$ cat config.mk
export PLATFORM = sky130hd
export DESIGN_NAME = traffic_phase_ctrl_flat
export DESIGN_NICKNAME = d
export VERILOG_FILES = /design/src/rtl/traffic_phase_ctrl_if.sv /design/src/rtl/traffic_phase_ctrl.sv /design/src/flat_wrapper.sv
export SDC_FILE = /design/constraint.sdc
export NUM_CORES = 1
export LEC_CHECK = 0
export ABC_AREA = 1
export BUFFER_PORTS_ARGS = -buffer_cell sky130_fd_sc_hd__buf_2
export CORE_ASPECT_RATIO = 1.1
export CORE_UTILIZATION = 30
export CTS_BUF_LIST = sky130_fd_sc_hd__clkbuf_16
export DETAILED_ROUTE_END_ITERATION = 6
export HOLD_SLACK_MARGIN = 0.06
export PLACE_DENSITY_LB_ADDON = 0.3
export SLEW_MARGIN = 20
export SYNTH_ARGS = -nofsm -noshare
export SYNTH_HDL_FRONTEND = slang
export SYNTH_SLANG_ARGS = --single-unit
$ cat constraint.sdc
create_clock -name CLK -period 2.25 [get_ports CLK]
set_input_delay 0.1125 -clock CLK [delete_from_list [all_inputs] [get_ports CLK]]
set_output_delay 0.1125 -clock CLK [all_outputs]
set_load 0.01 [all_outputs]
$ cat src/rtl/traffic_phase_ctrl_if.sv
// Signal bundle between the traffic_phase_ctrl sequencer and its environment.
// Optional feature macro: TRAFFIC_LEFT_TURN_EN adds the per-approach left lamp.
// There is no valid/ready handshake here: inputs are levels sampled on every
// rising CLK edge, and outputs are registered levels plus a one-cycle tick pulse.
interface traffic_phase_ctrl_if #(
   parameter int NUM_PHASE = 4,
   parameter int CNT_W     = 6
);
   logic                 count_en;
   logic [1:0]           speed_select;
   logic                 SW;
   logic [CNT_W-1:0]     green_time;
   logic [NUM_PHASE-1:0] red;
   logic [NUM_PHASE-1:0] yellow;
   logic [NUM_PHASE-1:0] green;
`ifdef TRAFFIC_LEFT_TURN_EN
   logic [NUM_PHASE-1:0] left;
`endif
   logic [2:0]           phase;
   logic [CNT_W-1:0]     remaining;
   logic                 tick;
   logic [2:0]           state_dbg;

   // Environment side: drives the controls, observes lamps and debug state.
   modport master (
      output count_en, speed_select, SW, green_time,
      input  red, yellow, green,
`ifdef TRAFFIC_LEFT_TURN_EN
             left,
`endif
             phase, remaining, tick, state_dbg
   );

   // Sequencer side.
   modport slave (
      input  count_en, speed_select, SW, green_time,
      output red, yellow, green,
`ifdef TRAFFIC_LEFT_TURN_EN
             left,
`endif
             phase, remaining, tick, state_dbg
   );
endinterface

$ cat src/rtl/traffic_phase_ctrl.sv
// N-phase traffic-signal sequencer: round-robin GREEN/YELLOW/ALLRED per
// approach, scaled tick prescaler, countdown output and flashing-yellow override.
// Optional feature macro: TRAFFIC_LEFT_TURN_EN inserts a LEFT state (LEFT_T
// ticks) between ALLRED and GREEN of every phase.
module traffic_phase_ctrl #(
   parameter int NUM_PHASE = 4,
   parameter int CNT_W     = 6,
   parameter int TICK_DIV  = 50000000,
   parameter int YELLOW_T  = 3,
   parameter int ALLRED_T  = 1
`ifdef TRAFFIC_LEFT_TURN_EN
   ,
   parameter int LEFT_T    = 2
`endif
) (
   input  logic                 CLK,
   input  logic                 Reset1,
   traffic_phase_ctrl_if.slave  bus
);

   localparam int PW = $clog2(TICK_DIV) + 1;

   typedef enum logic [2:0] {
      ST_GREEN  = 3'd0,
      ST_YELLOW = 3'd1,
      ST_ALLRED = 3'd2,
      ST_FLASH  = 3'd3
`ifdef TRAFFIC_LEFT_TURN_EN
      ,
      ST_LEFT   = 3'd4
`endif
   } state_t;

   state_t           state_q, state_d;
   logic [2:0]       phase_q, phase_d;
   logic [CNT_W-1:0] rem_q, rem_d;
   logic [PW-1:0]    presc_q, presc_d;
   logic             flash_q, flash_d;

   logic [PW-1:0]    period_m1;
   logic             tick_w;
   logic [CNT_W-1:0] green_len;
   logic [2:0]       phase_next;

   // Tick period tracks speed_select combinationally so a rate change applies at once.
   always_comb begin
      period_m1  = PW'(TICK_DIV >> bus.speed_select) - PW'(1);
      tick_w     = bus.count_en && (presc_q >= period_m1);
      green_len  = (bus.green_time == '0) ? CNT_W'(1) : bus.green_time;
      phase_next = (phase_q == 3'(NUM_PHASE - 1)) ? 3'd0 : phase_q + 3'd1;
   end

   // State register, prescaler, countdown and flash toggle.
   always_ff @(posedge CLK) begin
      state_q <= state_d;
      phase_q <= phase_d;
      rem_q   <= rem_d;
      presc_q <= presc_d;
      flash_q <= flash_d;
   end

   // Next state: reset, then override entry/exit, then tick-driven sequencing.
   // Entering or leaving FLASH restarts the prescaler so the first flash period
   // and the clearance ALLRED are always a full tick long.
   always_comb begin
      state_d = state_q;
      phase_d = phase_q;
      rem_d   = rem_q;
      presc_d = presc_q;
      flash_d = flash_q;
      if (bus.count_en) begin
         presc_d = tick_w ? '0 : presc_q + PW'(1);
      end
      if (Reset1) begin
         phase_d = 3'd0;
         presc_d = '0;
         flash_d = 1'b1;
`ifdef TRAFFIC_LEFT_TURN_EN
         state_d = ST_LEFT;
         rem_d   = CNT_W'(LEFT_T);
`else
         state_d = ST_GREEN;
         rem_d   = green_len;
`endif
      end else if (bus.SW && (state_q != ST_FLASH)) begin
         state_d = ST_FLASH;
         rem_d   = '0;
         flash_d = 1'b1;
         presc_d = '0;
      end else if (!bus.SW && (state_q == ST_FLASH)) begin
         state_d = ST_ALLRED;
         rem_d   = CNT_W'(ALLRED_T);
         phase_d = 3'(NUM_PHASE - 1);
         presc_d = '0;
      end else if (tick_w) begin
         if (state_q == ST_FLASH) begin
            flash_d = ~flash_q;
         end else if (rem_q > CNT_W'(1)) begin
            rem_d = rem_q - CNT_W'(1);
         end else begin
            case (state_q)
               ST_GREEN: begin
                  state_d = ST_YELLOW;
                  rem_d   = CNT_W'(YELLOW_T);
               end
               ST_YELLOW: begin
                  state_d = ST_ALLRED;
                  rem_d   = CNT_W'(ALLRED_T);
               end
               ST_ALLRED: begin
                  phase_d = phase_next;
`ifdef TRAFFIC_LEFT_TURN_EN
                  state_d = ST_LEFT;
                  rem_d   = CNT_W'(LEFT_T);
`else
                  state_d = ST_GREEN;
                  rem_d   = green_len;
`endif
               end
`ifdef TRAFFIC_LEFT_TURN_EN
               ST_LEFT: begin
                  state_d = ST_GREEN;
                  rem_d   = green_len;
               end
`endif
               default: begin
                  state_d = ST_ALLRED;
                  rem_d   = CNT_W'(ALLRED_T);
               end
            endcase
         end
      end
   end

   // Moore lamp decode from the registered state.
   always_comb begin
      logic [NUM_PHASE-1:0] onehot;
      onehot     = NUM_PHASE'(1) << phase_q;
      bus.red    = '0;
      bus.yellow = '0;
      bus.green  = '0;
`ifdef TRAFFIC_LEFT_TURN_EN
      bus.left   = '0;
`endif
      case (state_q)
         ST_GREEN: begin
            bus.green = onehot;
            bus.red   = ~onehot;
         end
         ST_YELLOW: begin
            bus.yellow = onehot;
            bus.red    = ~onehot;
         end
         ST_FLASH: begin
            bus.yellow = {NUM_PHASE{flash_q}};
         end
`ifdef TRAFFIC_LEFT_TURN_EN
         ST_LEFT: begin
            bus.red  = '1;
            bus.left = onehot;
         end
`endif
         default: begin
            bus.red = '1;
         end
      endcase
      bus.phase     = phase_q;
      bus.remaining = rem_q;
      bus.tick      = tick_w && !Reset1;
      bus.state_dbg = state_q;
   end

endmodule

$ cat src/flat_wrapper.sv
// flat-port wrapper written by rule: the top's interface ports become plain ports
module traffic_phase_ctrl_flat 
#(
   parameter int NUM_PHASE = 4,
   parameter int CNT_W     = 6,
   parameter int TICK_DIV  = 50000000,
   parameter int YELLOW_T  = 3,
   parameter int ALLRED_T  = 1

)
  (CLK, Reset1, bus_count_en, bus_speed_select, bus_SW, bus_green_time, bus_red, bus_yellow, bus_green, bus_phase, bus_remaining, bus_tick, bus_state_dbg);
  traffic_phase_ctrl_if #(.NUM_PHASE(NUM_PHASE), .CNT_W(CNT_W)) bus_i ();
  input  logic CLK;
  input  logic Reset1;
  input wire logic [$bits(bus_i.count_en)-1:0] bus_count_en;
  input wire logic [$bits(bus_i.speed_select)-1:0] bus_speed_select;
  input wire logic [$bits(bus_i.SW)-1:0] bus_SW;
  input wire logic [$bits(bus_i.green_time)-1:0] bus_green_time;
  output wire logic [$bits(bus_i.red)-1:0] bus_red;
  output wire logic [$bits(bus_i.yellow)-1:0] bus_yellow;
  output wire logic [$bits(bus_i.green)-1:0] bus_green;
  output wire logic [$bits(bus_i.phase)-1:0] bus_phase;
  output wire logic [$bits(bus_i.remaining)-1:0] bus_remaining;
  output wire logic [$bits(bus_i.tick)-1:0] bus_tick;
  output wire logic [$bits(bus_i.state_dbg)-1:0] bus_state_dbg;
  assign bus_i.count_en = bus_count_en;
  assign bus_i.speed_select = bus_speed_select;
  assign bus_i.SW = bus_SW;
  assign bus_i.green_time = bus_green_time;
  assign bus_red = bus_i.red;
  assign bus_yellow = bus_i.yellow;
  assign bus_green = bus_i.green;
  assign bus_phase = bus_i.phase;
  assign bus_remaining = bus_i.remaining;
  assign bus_tick = bus_i.tick;
  assign bus_state_dbg = bus_i.state_dbg;
  traffic_phase_ctrl #(.NUM_PHASE(NUM_PHASE), .CNT_W(CNT_W), .TICK_DIV(TICK_DIV), .YELLOW_T(YELLOW_T), .ALLRED_T(ALLRED_T)) u_core (.CLK(CLK), .Reset1(Reset1), .bus(bus_i));
endmodule
Word level (Yosys, flattened, before mapping)
Cells that the tools add are included.
{"block": "word_totals", "reg_bits": 39, "inputBits": 12, "output_inout_bits": 25, "word_cells": 70}
{"block": "classes", "add_sub_neg": 4, "magnitude_cmp": 2, "n_eq_ne": 10, "n_shift": 2, "muxes": 24, "n_bitwise": 4, "n_reduce_logical": 19}
{"op": "two-way mux 6 bit", "count": 7}
{"op": "adder 27 x 1 -> 27 bit, second input constant", "count": 1}
{"op": "greater-or-equal comparator 27 bit", "count": 1}
{"op": "two-way mux 27 bit", "count": 1}
{"op": ">> shifter 26 x 2 -> 27 bit, first input constant", "count": 1}
{"op": "subtractor 27 x 2 -> 27 bit, second input constant", "count": 1}
{"op": "two-way mux 3 bit", "count": 6}
{"op": "case mux 4 bit (2 select lines)", "count": 2}
{"op": "case mux 6 bit (2 select lines)", "count": 1}
{"op": "two-way mux 2 bit", "count": 5}
{"op": "> comparator 6 x 1 -> 1 bit, second input constant", "count": 1}
{"op": "logical NOT 6 bit", "count": 1}
{"op": "AND reduction 3 bit", "count": 2}
{"op": "subtractor 6 x 1 -> 6 bit, second input constant", "count": 1}
{"op": "AND reduction 5 bit", "count": 1}
{"op": "equality test 2 bit, second input constant", "count": 2}
{"op": "logical AND 1 bit", "count": 4}
{"op": "two-way mux 4 bit", "count": 1}
{"op": "inequality test 2 bit, second input constant", "count": 2}
{"op": "inequality test 4 x 3 -> 1 bit, second input constant", "count": 1}
{"op": "inverter 4 bit", "count": 1}
{"op": "case mux 2 bit (2 select lines)", "count": 1}
{"op": "nonzero test 2 bit", "count": 2}
{"op": "nonzero test 4 bit", "count": 1}
{"op": "other kinds (14)", "count": 18}

Depth between registers and ports, before layout
{"block": "depth", "depth_word": 9, "ltp_mapped": 19, "mapped_depth_nobuf": 19}

Worst setup path after synthesis
OpenSTA, ideal clock, no wires.
{"block": "synth_timing", "kind": "input-to-reg", "start": "in bus_speed_select[1]", "end": "reg u_core.rem_q[0], in the netlist u_core.bus.remaining[0], enable pin", "setup_time_ns": 0.373, "arrival_ns": 1.904, "t_required_ns": 1.877, "setup_slack_ns": -0.027, "stages": 14, "cell_sequence": "buf_4 > nand2_2 > ha_1 > ha_1 > nand2_1 > nor2_1 > nand3_1 > nand3b_1 > nand2_1 > nand3_1 > nand2_1 > nand2_2 > nand2_4 > a32oi_1"}
{"block": "synth_via", "elab_chain_len": 6}
{"item": "start, declared", "line_no": "flat_wrapper.sv:16", "rtl": "input wire logic [$bits(bus_i.speed_select)-1:0] bus_speed_select;"}
{"item": ">> shifter 26 x 2 -> 27 bit", "line_no": "traffic_phase_ctrl.sv:47", "rtl": "period_m1 = PW'(TICK_DIV >> bus.speed_select) - PW'(1);"}
{"item": "subtractor 27 x 2 -> 27 bit", "line_no": "traffic_phase_ctrl.sv:47"}
{"item": "greater-or-equal comparator 27 bit", "line_no": "traffic_phase_ctrl.sv:48", "rtl": "tick_w = bus.count_en && (presc_q >= period_m1);"}
{"item": "logical AND 1 bit", "line_no": "traffic_phase_ctrl.sv:48"}
{"item": "nonzero test 4 bit (no source line)"}
{"item": "AND reduction 2 bit (no source line)"}
{"item": "end signal, assigned", "line_no": "traffic_phase_ctrl.sv:57", "rtl": "rem_q <= rem_d;"}
{"item": "end, declared", "line_no": "traffic_phase_ctrl.sv:36", "rtl": "logic [CNT_W-1:0] rem_q, rem_d;"}
No other way between the ends.
A chain may end at the register's enable or synchronous reset.

Final worst setup path
{"block": "layout_timing", "start": "reg u_core.presc_q[8]", "end": "out bus_tick"}
{"block": "layout_via", "elab_chain_len": 3}
{"item": "start, declared", "line_no": "traffic_phase_ctrl.sv:37", "rtl": "logic [PW-1:0] presc_q, presc_d;"}
{"item": "start signal, assigned", "line_no": "traffic_phase_ctrl.sv:58", "rtl": "presc_q <= presc_d;"}
{"item": "greater-or-equal comparator 27 bit", "line_no": "traffic_phase_ctrl.sv:48"}
{"item": "logical AND 1 bit", "line_no": "traffic_phase_ctrl.sv:48"}
{"item": "logical AND 1 bit", "line_no": "traffic_phase_ctrl.sv:169", "rtl": "bus.tick = tick_w && !Reset1;"}
{"item": "end, declared", "line_no": "flat_wrapper.sv:24", "rtl": "output wire logic [$bits(bus_i.tick)-1:0] bus_tick;"}
No other way between the ends.

==> flow_metrics.py <==
metrics = {
    "min_path": {
        "hp-start": "Reset1",
        "min_to": "u_core.bus.phase[0]$_SDFFE_PP0P_",
        "min_path_cells": 2,
        "hold_class": "in2reg",
    },
    "floorplan": {
        "die_area_sq_um": 10400,
        "start_util_pct": 31.4,
        "rows": 37,
        "die_height_microns": 107,
        "ios": 37,
        "coreArea_sq_um": 9540,
        "die_w_microns": 97.3,
    },
    "critical_path": {
        "rr_worst_depth": 9,
        "r2r_start": "u_core.bus.state_dbg[0]$_SDFFE_PP0P_",
        "path_cells": "ha_4, nand2_1, nor2_2, nand3_1, nand3b_1, nand2_1, nand3_1, nand2_1, nand2_2, nand2_4, buf_4, nor2_1, buf_2",
        "crit_fanout": 5,
        "rrSetupSlack_ns": 0.25,
        "reg2reg_to": "u_core.bus.remaining[3]$_DFFE_PP_",
        "slowest_delay_ns": 0.35,
        "crit_top_cell": "nand2_1",
        "required_ns": 2.14,
        "worstPathArrival_ns": 2.02,
        "start_kind": "flip-flop",
        "critical_path_class": "reg2out",
        "crit_slowest_cell": "dfxtp_2",
        "crit_path_end_kind": "primary output",
    },
    "layout": {
        "fin_nets": 522,
        "regArea_sq_um": 855,
        "layout_common_cells": "nand2_1, inv_1, nor2_1",
        "layout_commonest_cell": "nand2_1",
        "fillCellCount": 1013,
        "multi_input_area_sq_um": 2040,
        "area.growth.synth_to_final_pct": 23.4,
        "diodes": 0,
        "drive_above_1_share_pct": 24.4,
    },
    "clocking": {
        "cts_tree": "done",
        "cts_sinks": 39,
        "htree_levels": 2,
        "clk_pin_slew_ns": 0.06,
        "hold_buffers": 0,
        "cts_root_buf": "clkbuf_16",
        "cts_buffers": 5,
        "insertion_delay_ns": 0.28,
        "clockBufferDepth": 2,
    },
    "global_route": {
        "grt_first_pass_wirelength_mm": 12.2,
        "grt_pass1_vias": 2688,
        "grt_overflow": 0,
        "antenna_found_initial": 0,
        "track_usage_pct": 14.1,
        "grt_max_degree": 28,
    },
    "logic_synthesis": {
        "yosysTopAreaCell": "dfxtp_1",
        "syn-cell-area_sq_um": 3000,
        "synth_edf_count": 6,
        "synth-main-ff-cell": "dfxtp_1",
        "ys_ff_latch": 39,
        "synthDistinctLibCells": 38,
        "yosysTopAreaCellShare_pct": 22.0,
        "synthTopCellsByArea": "dfxtp_1, ha_1, nand2_1",
        "avgSynthCellArea_sq_um": 7.04,
        "yosysSeqAreaShare_pct": 28.0,
        "yosysWarnings": 0,
        "synth-async-reset-ratio_pct": 0,
        "syn_inst": 426,
    },
    "placement": {
        "globalplace.congestion": 0.894,
        "portBuffers": 35,
        "dp_hpwl_mm": 5.78,
        "post-place-ws_ns": -0.0187,
    },
    "timing": {
        "skew_ns": 0.00695,
        "slew_viol_final": 0,
        "setup_viol": 0,
        "hold_violations": 0,
        "post-route-period-util_pct": 94.7,
        "fmax_mhz": 469,
        "finalWorstSetupSlack_ns": 0.119,
        "min_period_ns": 2.13,
        "fin_setup_tns_ns": 0,
    },
    "drt": {
        "ant_nets": 0,
        "drt-initial-drc-count": 84,
        "routedWlPerCell_microns": 12.4,
        "wl_mm": 7.42,
        "first_pass_iters": 4,
        "viasPerCell": 4.82,
        "drc": 0,
        "dr_total_vias": 2878,
    },
    "outcome": {
        "outcome": "finished, final reports clean",
    },
    "power": {
        "p_leak_nw": 1.67,
        "powerDensity_nw_per_um2": 470,
        "ir_drop_mv": 0.315,
    },
    "run": {
        "cap_viol_max_count": 0,
    },
}
## sequential cells by signal, indices dropped and copies added (netlist names)
name and count:
u_core.bus.phase 3, u_core.flash_q 1, u_core.bus.remaining 6, u_core.presc_q 27, u_core.bus.state_dbg 2
## critical path, delay by kind of cell (launching register included)
kind / cells / cell delay, ns
simple gates: 10 / 0.84
flops: 1 / 0.35
buf+inv: 2 / 0.28
fa+ha+maj: 1 / 0.27
## routing by layer
| metal | GRT usage [%] | share of wire, % | up-vias |
|---|---|---|---|
| li1 | - | - | 1478 |
| met1 | 17.8 | 47 | 1343 |
| met2 | 25.4 | 49 | 51 |
| met3 | 2.61 | 3.5 | 6 |
| met4 | 2.52 | 0.82 | 0 |
| met5 | 0 | 0 | - |
## metrics by stage
step	hold WS [ns]	instance area [sq um]	power (mW)	std cells	utilization, %
floorplan	0.300	3010	0.957	428	-
global placement	0.405	3380	1.06	587	35.5
detailed placement	0.400	3380	1.06	587	35.5
CTS	0.113	3520	1.74	595	36.9
global route	0.128	3700	1.83	597	38.8
finish	0.121	3700	1.74	597	38.8
## synthesized netlist by cell type (3+ instances only)
cell type / number
nand2_1: 85
inv_1: 59
nor2_1: 57
dfxtp_1: 33
ha_1: 31
nand3_1: 23
o21ai_0: 20
xor2_1: 14
nor3_1: 13
nor2_2: 12
a21oi_1: 11
edfxtp_1: 6
nand2_2: 5
nand4_1: 5
xnor2_1: 5
or2_2: 4
a21oi_2: 3
a31oi_1: 3
buf_4: 3
inv_2: 3
nand3b_1: 3
nor3b_1: 3
nor4_1: 3
## how the worst max path moves through the flow
| stage | cells past startpoint | from | slack (ns) | endpoint |
|---|---|---|---|---|
| final | 13 | u_core.presc_q[8]$_SDFFE_PP0P_ | 0.12 | bus_tick |
| after global placement | 16 | bus_speed_select[0] | 0.04 | u_core.bus.remaining[2]$_DFFE_PP_ |
| after detailed placement | 16 | bus_speed_select[0] | -0.02 | u_core.bus.remaining[3]$_DFFE_PP_ |
| after global routing | 13 | u_core.presc_q[16]$_SDFFE_PP0P_ | -0.02 | bus_tick |
| after CTS | 13 | u_core.presc_q[16]$_SDFFE_PP0P_ | 0.01 | bus_tick |
| after floorplan | 14 | bus_speed_select[1] | 0.11 | u_core.bus.remaining[0]$_DFFE_PP_ |
## report_power, final
part,switching [mW],total (mW),internal (mW)
Combinational,0.183,0.305,0.122
Sequential,0.0260,0.758,0.732
Clock,0.270,0.673,0.403
Total,0.479,1.74,1.26
## cell families (layout without fill, tap and decap cells)
| kind of cell | Yosys count | after routing | synth area share [%] |
|---|---|---|---|
| adder cells (fa/ha/maj) | 31 | 31 | 12.9 |
| XOR/XNOR | 19 | 19 | 5.55 |
| other | 2 | 4 | 0.251 |
| AND/OR/NAND/NOR | 219 | 219 | 34.1 |
| AO/OA/AOI/OAI | 48 | 48 | 9.68 |
| buffers and inverters | 68 | 120 | 9.39 |
| flip-flops | 39 | 39 | 28.0 |
## repair_timing
item,4_1_cts,5_1_grt
setup endpoints to repair,0,8
resized for setup,0,30
setup buffers,0,2
## layout make-up
class	instances	area share, %
multi-input combinational	321	55.0
inverter	62	6.29
tap	117	3.96
timing repair buffer	50	7.85
clock inverter	3	0.372
sequential	39	23.1
clock buffer	5	3.38
Power figures use the tool's default switching activity.
